===== src/rtl/soc_noc_packet_arbiter.sv =====
// soc_noc_packet_arbiter
// Packet-level round-robin arbiter that shares one NoC output channel between
// INPUTS flit-stream requesters. A packet is forwarded combinationally from
// its requester to the channel with no buffering. Once a multi-flit packet has
// started, its requester keeps the channel until its last flit, so packets
// never interleave.
//
// Handshake: a flit moves on a port in every cycle where valid and ready are
// both high at the rising clock edge. A valid flit must be held stable by its
// source until it is accepted. out_valid and out_flit/out_last never depend on
// out_ready. in_ready of the selected requester follows out_ready directly,
// and every other in_ready is low.
module soc_noc_packet_arbiter #(
    parameter int FLIT_WIDTH  = 32,
    parameter int INPUTS      = 2,
    parameter int MAX_PKT_LEN = 12
) (
    input  logic                         clk,
    input  logic                         rst,
    input  logic [INPUTS*FLIT_WIDTH-1:0] in_flit,
    input  logic [INPUTS-1:0]            in_last,
    input  logic [INPUTS-1:0]            in_valid,
    output logic [INPUTS-1:0]            in_ready,
    output logic [FLIT_WIDTH-1:0]        out_flit,
    output logic                         out_last,
    output logic                         out_valid,
    input  logic                         out_ready,
    output logic [INPUTS-1:0]            grant,
    output logic                         err_overlong
);

    // Width of a requester index and of the per-packet flit counter.
    localparam int PTR_W = (INPUTS > 1) ? $clog2(INPUTS) : 1;
    localparam int CNT_W = (MAX_PKT_LEN > 1) ? $clog2(MAX_PKT_LEN + 1) : 1;

    // Arbiter states. IDLE arbitrates a fresh packet every cycle; LOCKED
    // forwards only the current owner until its last flit.
    localparam logic [0:0] ST_IDLE   = 1'b0;
    localparam logic [0:0] ST_LOCKED = 1'b1;

    logic [0:0]       state_q;
    logic [PTR_W-1:0] rr_ptr_q;
    logic [PTR_W-1:0] owner_q;
    logic [CNT_W-1:0] flit_cnt_q;
    logic             err_q;

    logic [PTR_W-1:0]      winner;
    logic                  found;
    logic [PTR_W-1:0]      sel;
    logic                  sel_active;
    logic [FLIT_WIDTH-1:0] sel_flit;
    logic                  sel_valid;
    logic                  sel_last;
    logic                  xfer;
    logic                  flit_is_max;

    // Next requester index after p, wrapping at INPUTS (not a power of two
    // in general, so a plain increment is not enough).
    function automatic logic [PTR_W-1:0] ptr_inc(input logic [PTR_W-1:0] p);
        logic [PTR_W-1:0] r;
        if (int'(p) >= INPUTS - 1) begin
            r = '0;
        end else begin
            r = p + 1'b1;
        end
        return r;
    endfunction

    // Cyclic priority search starting at rr_ptr. The loop walks the offsets
    // from farthest to nearest so the nearest valid requester is the last
    // one written, i.e. the one that wins.
    always_comb begin
        int               cand;
        logic [PTR_W-1:0] cidx;
        winner = '0;
        found  = 1'b0;
        cand   = 0;
        cidx   = '0;
        for (int k = INPUTS - 1; k >= 0; k--) begin
            cand = int'(rr_ptr_q) + k;
            if (cand >= INPUTS) begin
                cand = cand - INPUTS;
            end
            cidx = cand[PTR_W-1:0];
            if (in_valid[cidx]) begin
                winner = cidx;
                found  = 1'b1;
            end
        end
    end

    // Pick the requester whose flit is presented: the owner while LOCKED,
    // otherwise the current round-robin winner (if any input is valid).
    always_comb begin
        if (state_q == ST_LOCKED) begin
            sel        = owner_q;
            sel_active = 1'b1;
        end else begin
            sel        = winner;
            sel_active = found;
        end
        sel_flit  = in_flit[int'(sel)*FLIT_WIDTH +: FLIT_WIDTH];
        sel_valid = sel_active & in_valid[sel];
        sel_last  = in_last[sel];
    end

    // Drive the channel and the handshakes. Everything is forced quiet
    // while rst is high so nothing leaks downstream during reset.
    always_comb begin
        out_valid = 1'b0;
        out_flit  = '0;
        out_last  = 1'b0;
        in_ready  = '0;
        grant     = '0;
        if (!rst) begin
            out_valid = sel_valid;
            out_flit  = sel_flit;
            out_last  = sel_last;
            if (sel_active) begin
                in_ready[sel] = out_ready;
            end
            if (state_q == ST_LOCKED) begin
                grant[owner_q] = 1'b1;
            end
        end
    end

    // A flit crosses the arbiter this cycle.
    assign xfer = out_valid & out_ready;

    // The flit now moving is number flit_cnt+1 of its packet; reaching the
    // legal maximum without last=1 means the packet is overlong.
    assign flit_is_max = ((int'(flit_cnt_q) + 1) == MAX_PKT_LEN);

    // Arbitration state, packet ownership, flit counting and the sticky
    // overlong flag. Nothing changes unless a flit actually transfers.
    always_ff @(posedge clk) begin
        if (rst) begin
            state_q    <= ST_IDLE;
            rr_ptr_q   <= '0;
            owner_q    <= '0;
            flit_cnt_q <= '0;
            err_q      <= 1'b0;
        end else if (xfer) begin
            if (flit_is_max && !sel_last) begin
                err_q <= 1'b1;
            end
            if (state_q == ST_IDLE) begin
                if (sel_last) begin
                    // Single-flit packet: never lock, just move the pointer.
                    rr_ptr_q <= ptr_inc(winner);
                end else begin
                    state_q    <= ST_LOCKED;
                    owner_q    <= winner;
                    flit_cnt_q <= CNT_W'(1);
                end
            end else begin
                if (sel_last) begin
                    state_q    <= ST_IDLE;
                    rr_ptr_q   <= ptr_inc(owner_q);
                    flit_cnt_q <= '0;
                end else if (int'(flit_cnt_q) < MAX_PKT_LEN) begin
                    flit_cnt_q <= flit_cnt_q + 1'b1;
                end
            end
        end
    end

    assign err_overlong = err_q;

endmodule


===== config.mk =====
export PLATFORM = sky130hd
export DESIGN_NAME = soc_noc_packet_arbiter
export DESIGN_NICKNAME = d
export VERILOG_FILES = /design/src/rtl/soc_noc_packet_arbiter.sv
export SDC_FILE = /design/constraint.sdc
export NUM_CORES = 1
export LEC_CHECK = 0
export CORE_ASPECT_RATIO = 1.75
export CORE_MARGIN = 1
export CORE_UTILIZATION = 30
export DETAILED_ROUTE_END_ITERATION = 8
export GPL_ROUTABILITY_DRIVEN = 0
export PLACE_DENSITY = 0.89
export SLEW_MARGIN = 20
export SYNTH_ARGS = -nofsm -noshare
export SYNTH_HDL_FRONTEND = slang
export SYNTH_SLANG_ARGS = --single-unit

===== constraint.sdc =====
create_clock -name clk -period 2.07 [get_ports clk]
set_input_delay 0.5175 -clock clk [delete_from_list [all_inputs] [get_ports clk]]
set_output_delay 0.5175 -clock clk [all_outputs]
set_load 0.01 [all_outputs]

Word level (Yosys, flattened, before mapping)
Index checks and enable logic that the tools add are counted.

Input port bits: 71. Word-level logic and storage cells: 77. Output and inout port bits: 39. Flip-flop bits (word level): 8.

Equal/unequal tests: 3. Mux-type cells: 37. Bitwise operators: 5. Add/sub/neg operators: 7. Shift-type cells: 1. Magnitude comparators: 11. Reductions and logical operators: 8.

Operator list (number): variable part select 64 x 7 -> 32 bit (1); two-way mux 32 bit (1); two-way mux 1 bit (26); two-way mux 4 bit (4); < comparator 1 x 2 -> 1 bit, second input constant (4); two-way mux 2 bit (4); AND reduction 3 bit (2); adder 4 x 1 -> 5 bit, second input constant (1); == test 5 x 4 -> 1 bit, second input constant (1); adder 4 x 1 -> 4 bit, second input constant (1); >= comparator 1 bit, second input constant (4); < comparator 4 bit, second input constant (1); AND reduction 2 bit (2); logical AND 1 bit (3); != test 3 x 1 -> 1 bit, second input constant (1); adder 1 bit, second input constant (2); adder 1 x 1 -> 2 bit, second input constant (1); bitwise AND 1 bit (2); bitwise AND 2 bit (1); demux 1 bit (select 1 bit) (2); >= comparator 1 x 2 -> 1 bit, second input constant (1); >= comparator 2 bit, second input constant (1); != test 2 bit, second input constant (1); inverter 1 bit (2); 2 further kinds (3).

Longest topological paths before layout
Word-level depth: 15. Depth in mapped cells: 7. Mapped depth without buffers: 6.

Worst setup path after synthesis
Ideal clock, no wire load.

Path type: input to output. Start point: in in_valid[1]. End point: out out_flit[0]. Path slack: -12 ps. Required time: 1553 ps. Stages: 6. Path buffers: 2. Data arrival time: 1565 ps. Cells stage by stage: nor2b_4 > a22oi_1 > buf_2 > buf_1 > nand2_1 > a21oi_1.

Cells in the longest elaborated chain, start to end: 7. Elaborated cells on any way between the ends: 9. Classes of those cells: shift (1); mux (8).

Ends and longest elaborated chain: start, declared (RTL line 22) `input logic [INPUTS-1:0] in_valid,`; two-way mux 1 bit (implied by the code) (2 in series) (RTL line 85) `if (in_valid[cidx]) begin`; two-way mux 1 bit (RTL line 85); two-way mux 1 bit (*) (RTL line 85); two-way mux 1 bit (*) (RTL line 95) `if (state_q == ST_LOCKED) begin`; variable part select 64 x 7 -> 32 bit (*) (RTL line 102) `sel_flit = in_flit[int'(sel)*FLIT_WIDTH +: FLIT_WIDTH];`; two-way mux 32 bit (*) (RTL line 115) `if (!rst) begin`; end, declared (RTL line 24) `output logic [FLIT_WIDTH-1:0] out_flit,`.

Mark *: on every way between the ends. The rest lies on a longest branch, timed or not. The select of a mux whose other input is x is not followed.

Worst setup path in the final report
Start point: in in_valid[1]. End point: out out_flit[24].

The elaborated chain is that of the path after synthesis.

==> flow_summary.yaml <==
placement:
  dp_hpwl_mm: 3.89
  io_buffers: 109
  pre_cts_ws_ps: -793
  placed_cell_area_um2: 2440
critical_path:
  arrival_ps: 1590
  r2r-start: "state_q$_SDFFE_PP0P_"
  critical_path_class: "in -> out"
  cp-startpoint: "in_valid[1]"
  cp_max_fo: 7
  r2r_cells: 9
  end_kind: "primary output"
  crit_path_start_kind: "primary input"
  cp.required_ps: 1550
synth:
  synth_ff_type: "dfxtp_1"
  synth_cell_types: 47
  ys_async_sr_fraction: 0
  synthesis.nets: 262
  synth_warnings: 0
  synth_area_um2: 1140
  synth_edf_count: 0
  synth_seq_cells: 8
  syn_inst: 189
  syn_area_per_cell_um2: 6.04
  ys_seq_area_frac: 0.140
drt:
  post-route-drc-count: 0
  initialDrtViolationCount: 37
  avgViaCountPerCell: 5.29
  drtPass1Iterations: 4
  wl_per_cell_um: 16.0
  vias: 1975
  drtAntennaViolNets: 0
  wirelength_mm: 5.96
timing:
  fmax_mhz: 475
  fin_tns_setup_ps: -172
  finalCritPeriodShare: 1.02
  fin_worst_skew_ps: 1.83
  setup_viol: 7
  fin_crit_ps: 2110
  timing.hold.ws_ps: 485
  hold_viol: 0
  timing.final.max_slew_violations: 0
  grt_setup_unrepaired: "yes"
  fin_ws_ps: -37.0
  tightest_slew_ps: 469
  slew_headroom: 0.685
clock_network:
  clockBufferDepth: 2
  root_buffer: "clkbuf_8"
  cts_tree: "yes"
  cts.reportedPaths.clkPinSlew_ps: 40
  hold_buffers: 0
  cts.sinks: 8
  clock_latency_ps: 240
  htree_num_levels: 1
  cts_buffers: 3
die:
  ios: 110
  rows: 29
  core_area_um2: 3630
  floorplan.initialDensity: 0.315
  die_width_um: 48.6
  die_y_um: 83.6
  die_area_um2: 4070
final_layout:
  nNetsFinal: 402
  drive_gt1_frac: 0.385
  multiInputGateArea_um2: 1050
  syn2layout_area_growth_pct: 134
  diodes: 0
  final_area_um2: 2670
  fill_cells: 280
  seqCellArea_um2: 164
job:
  drv_cap: 0
global_route:
  grt_max_degree: 18
  grt_pass1_vias: 1889
  grt_pass1_wl_mm: 8.76
  grt-ovfl-total: 0
  antenna_found_initial: 0
  grt_usage: 0.270
pwr:
  seq_power_share: 0.184
  power_frac_comb: 0.595
  switching_share: 0.345
  peakVddDrop_v: 0.000404
  power.density_nw_per_um2: 332
  p_clk_frac: 0.222
  power_leakage_nw: 1.22
  p_int_uw: 581
  total_power_uw: 886
  power_switching_uw: 306
outcome:
  violations: "setup timing"
  status: "complete, but fails checks"
min_path:
  hold_path_class: "reg -> reg"
  hold_start: "err_overlong$_SDFFE_PP0P_"
  hold_depth: 2
## timing repair
item | in CTS | in global routing
pin swaps | 7 | 9
setup buffers | 5 | 5
setup endpoints to repair | 44 | 37
gates resized for setup | 165 | 48
cloned | 3 | 1
## cell usage after synthesis (2+ instances only)
master | instances | area (um^2)
nor2b_4 | 2 | 27.5
inv_1 | 3 | 11.3
nand2_1 | 68 | 255
nand3_1 | 2 | 10.0
nor2_1 | 7 | 26.3
buf_1 | 3 | 11.3
a31oi_1 | 2 | 12.5
buf_2 | 3 | 15.0
and4_1 | 2 | 17.5
ha_1 | 2 | 25.0
dfxtp_1 | 8 | 160
clkbuf_1 | 8 | 30.0
a21oi_1 | 36 | 180
nor2b_1 | 4 | 25.0
o21ai_1 | 2 | 10.0
o21ai_0 | 2 | 10.0
buf_6 | 2 | 22.5
nand2b_1 | 3 | 18.8
nor3_1 | 2 | 10.0
## area by class of cell
class,count,share of cell area
sequential,8,0.0614
inverter,3,0.00422
tap,46,0.0216
clock buffer,3,0.0155
timing repair buffer,152,0.502
multi-input combinational,161,0.395
## registers in the layout (all words and copies together), names as in the netlist
name / count
flit_cnt_q: 4
owner_q: 1
state_q: 1
rr_ptr_q: 1
err_overlong: 1
## power groups by stage
| stage | sequential [mW] | combinational [mW] | clock (mW) |
|---|---|---|---|
| floorplan | 0.163 | 0.171 | 0 |
| global placement | 0.165 | 0.459 | 0 |
| detailed placement | 0.165 | 0.467 | 0 |
| CTS | 0.163 | 0.473 | 0.199 |
| global route | 0.163 | 0.559 | 0.208 |
| finish | 0.163 | 0.527 | 0.196 |
## per-stage QoR
| step | std cells | utilization |
|---|---|---|
| floorplan | 189 | - |
| global placement | 356 | 0.672 |
| detailed placement | 356 | 0.672 |
| CTS | 367 | 0.690 |
| global route | 373 | 0.735 |
| finish | 373 | 0.735 |
## cells in the final DEF, fill, tap and decap left out, types with 2 or more instances in the layout
cell type / n
buf_6: 11
a2111oi_2: 2
dlymetal6s2s_1: 2
a21oi_2: 17
nor2_1: 6
and4_1: 2
o21ai_0: 2
nand2b_1: 3
nor2b_1: 3
clkdlybuf4s50_1: 65
dlygate4sd2_1: 5
clkbuf_2: 2
dfxtp_1: 7
nand2_1: 59
buf_8: 2
a21oi_1: 19
ha_1: 2
clkbuf_8: 3
buf_4: 29
inv_1: 3
nand3_1: 2
a31oi_1: 2
nand2_2: 9
nor2b_4: 3
buf_2: 33
## cells by family after synthesis
kind of cell / count (synthesis) / synth area share
buffers and inverters: 20 / 0.0854
DFF: 8 / 0.140
AOI/OAI and AO/OA: 58 / 0.315
muxes: 2 / 0.0208
adders and majority gates: 2 / 0.0219
and+or+nand+nor: 99 / 0.416
## critical path, cell delays in order
cell and delay, ps:
buf_6 90, nor2b_4 130, a22oi_2 160, buf_4 150, buf_6 120, buf_6 100
nand2_1 60, a21oi_2 120, buf_2 150
## per-layer routing
metal,track usage,part of all wire,vias to the layer above
li1,-,-,934
met3,0.0364,0.073,16
met4,0.104,0.023,0
met2,0.539,0.55,117
met5,0,0,-
met1,0.267,0.35,908
## final timing paths
| kind | end | slack (ps) |
|---|---|---|
| min reg2reg | err_overlong$_SDFFE_PP0P_ | 480 |
| min | err_overlong$_SDFFE_PP0P_ | 480 |
| max | out_flit[24] | -40 |
| max reg2reg | flit_cnt_q[2]$_SDFFE_PP0P_ | 110 |
(Power assumes the default switching activity.)
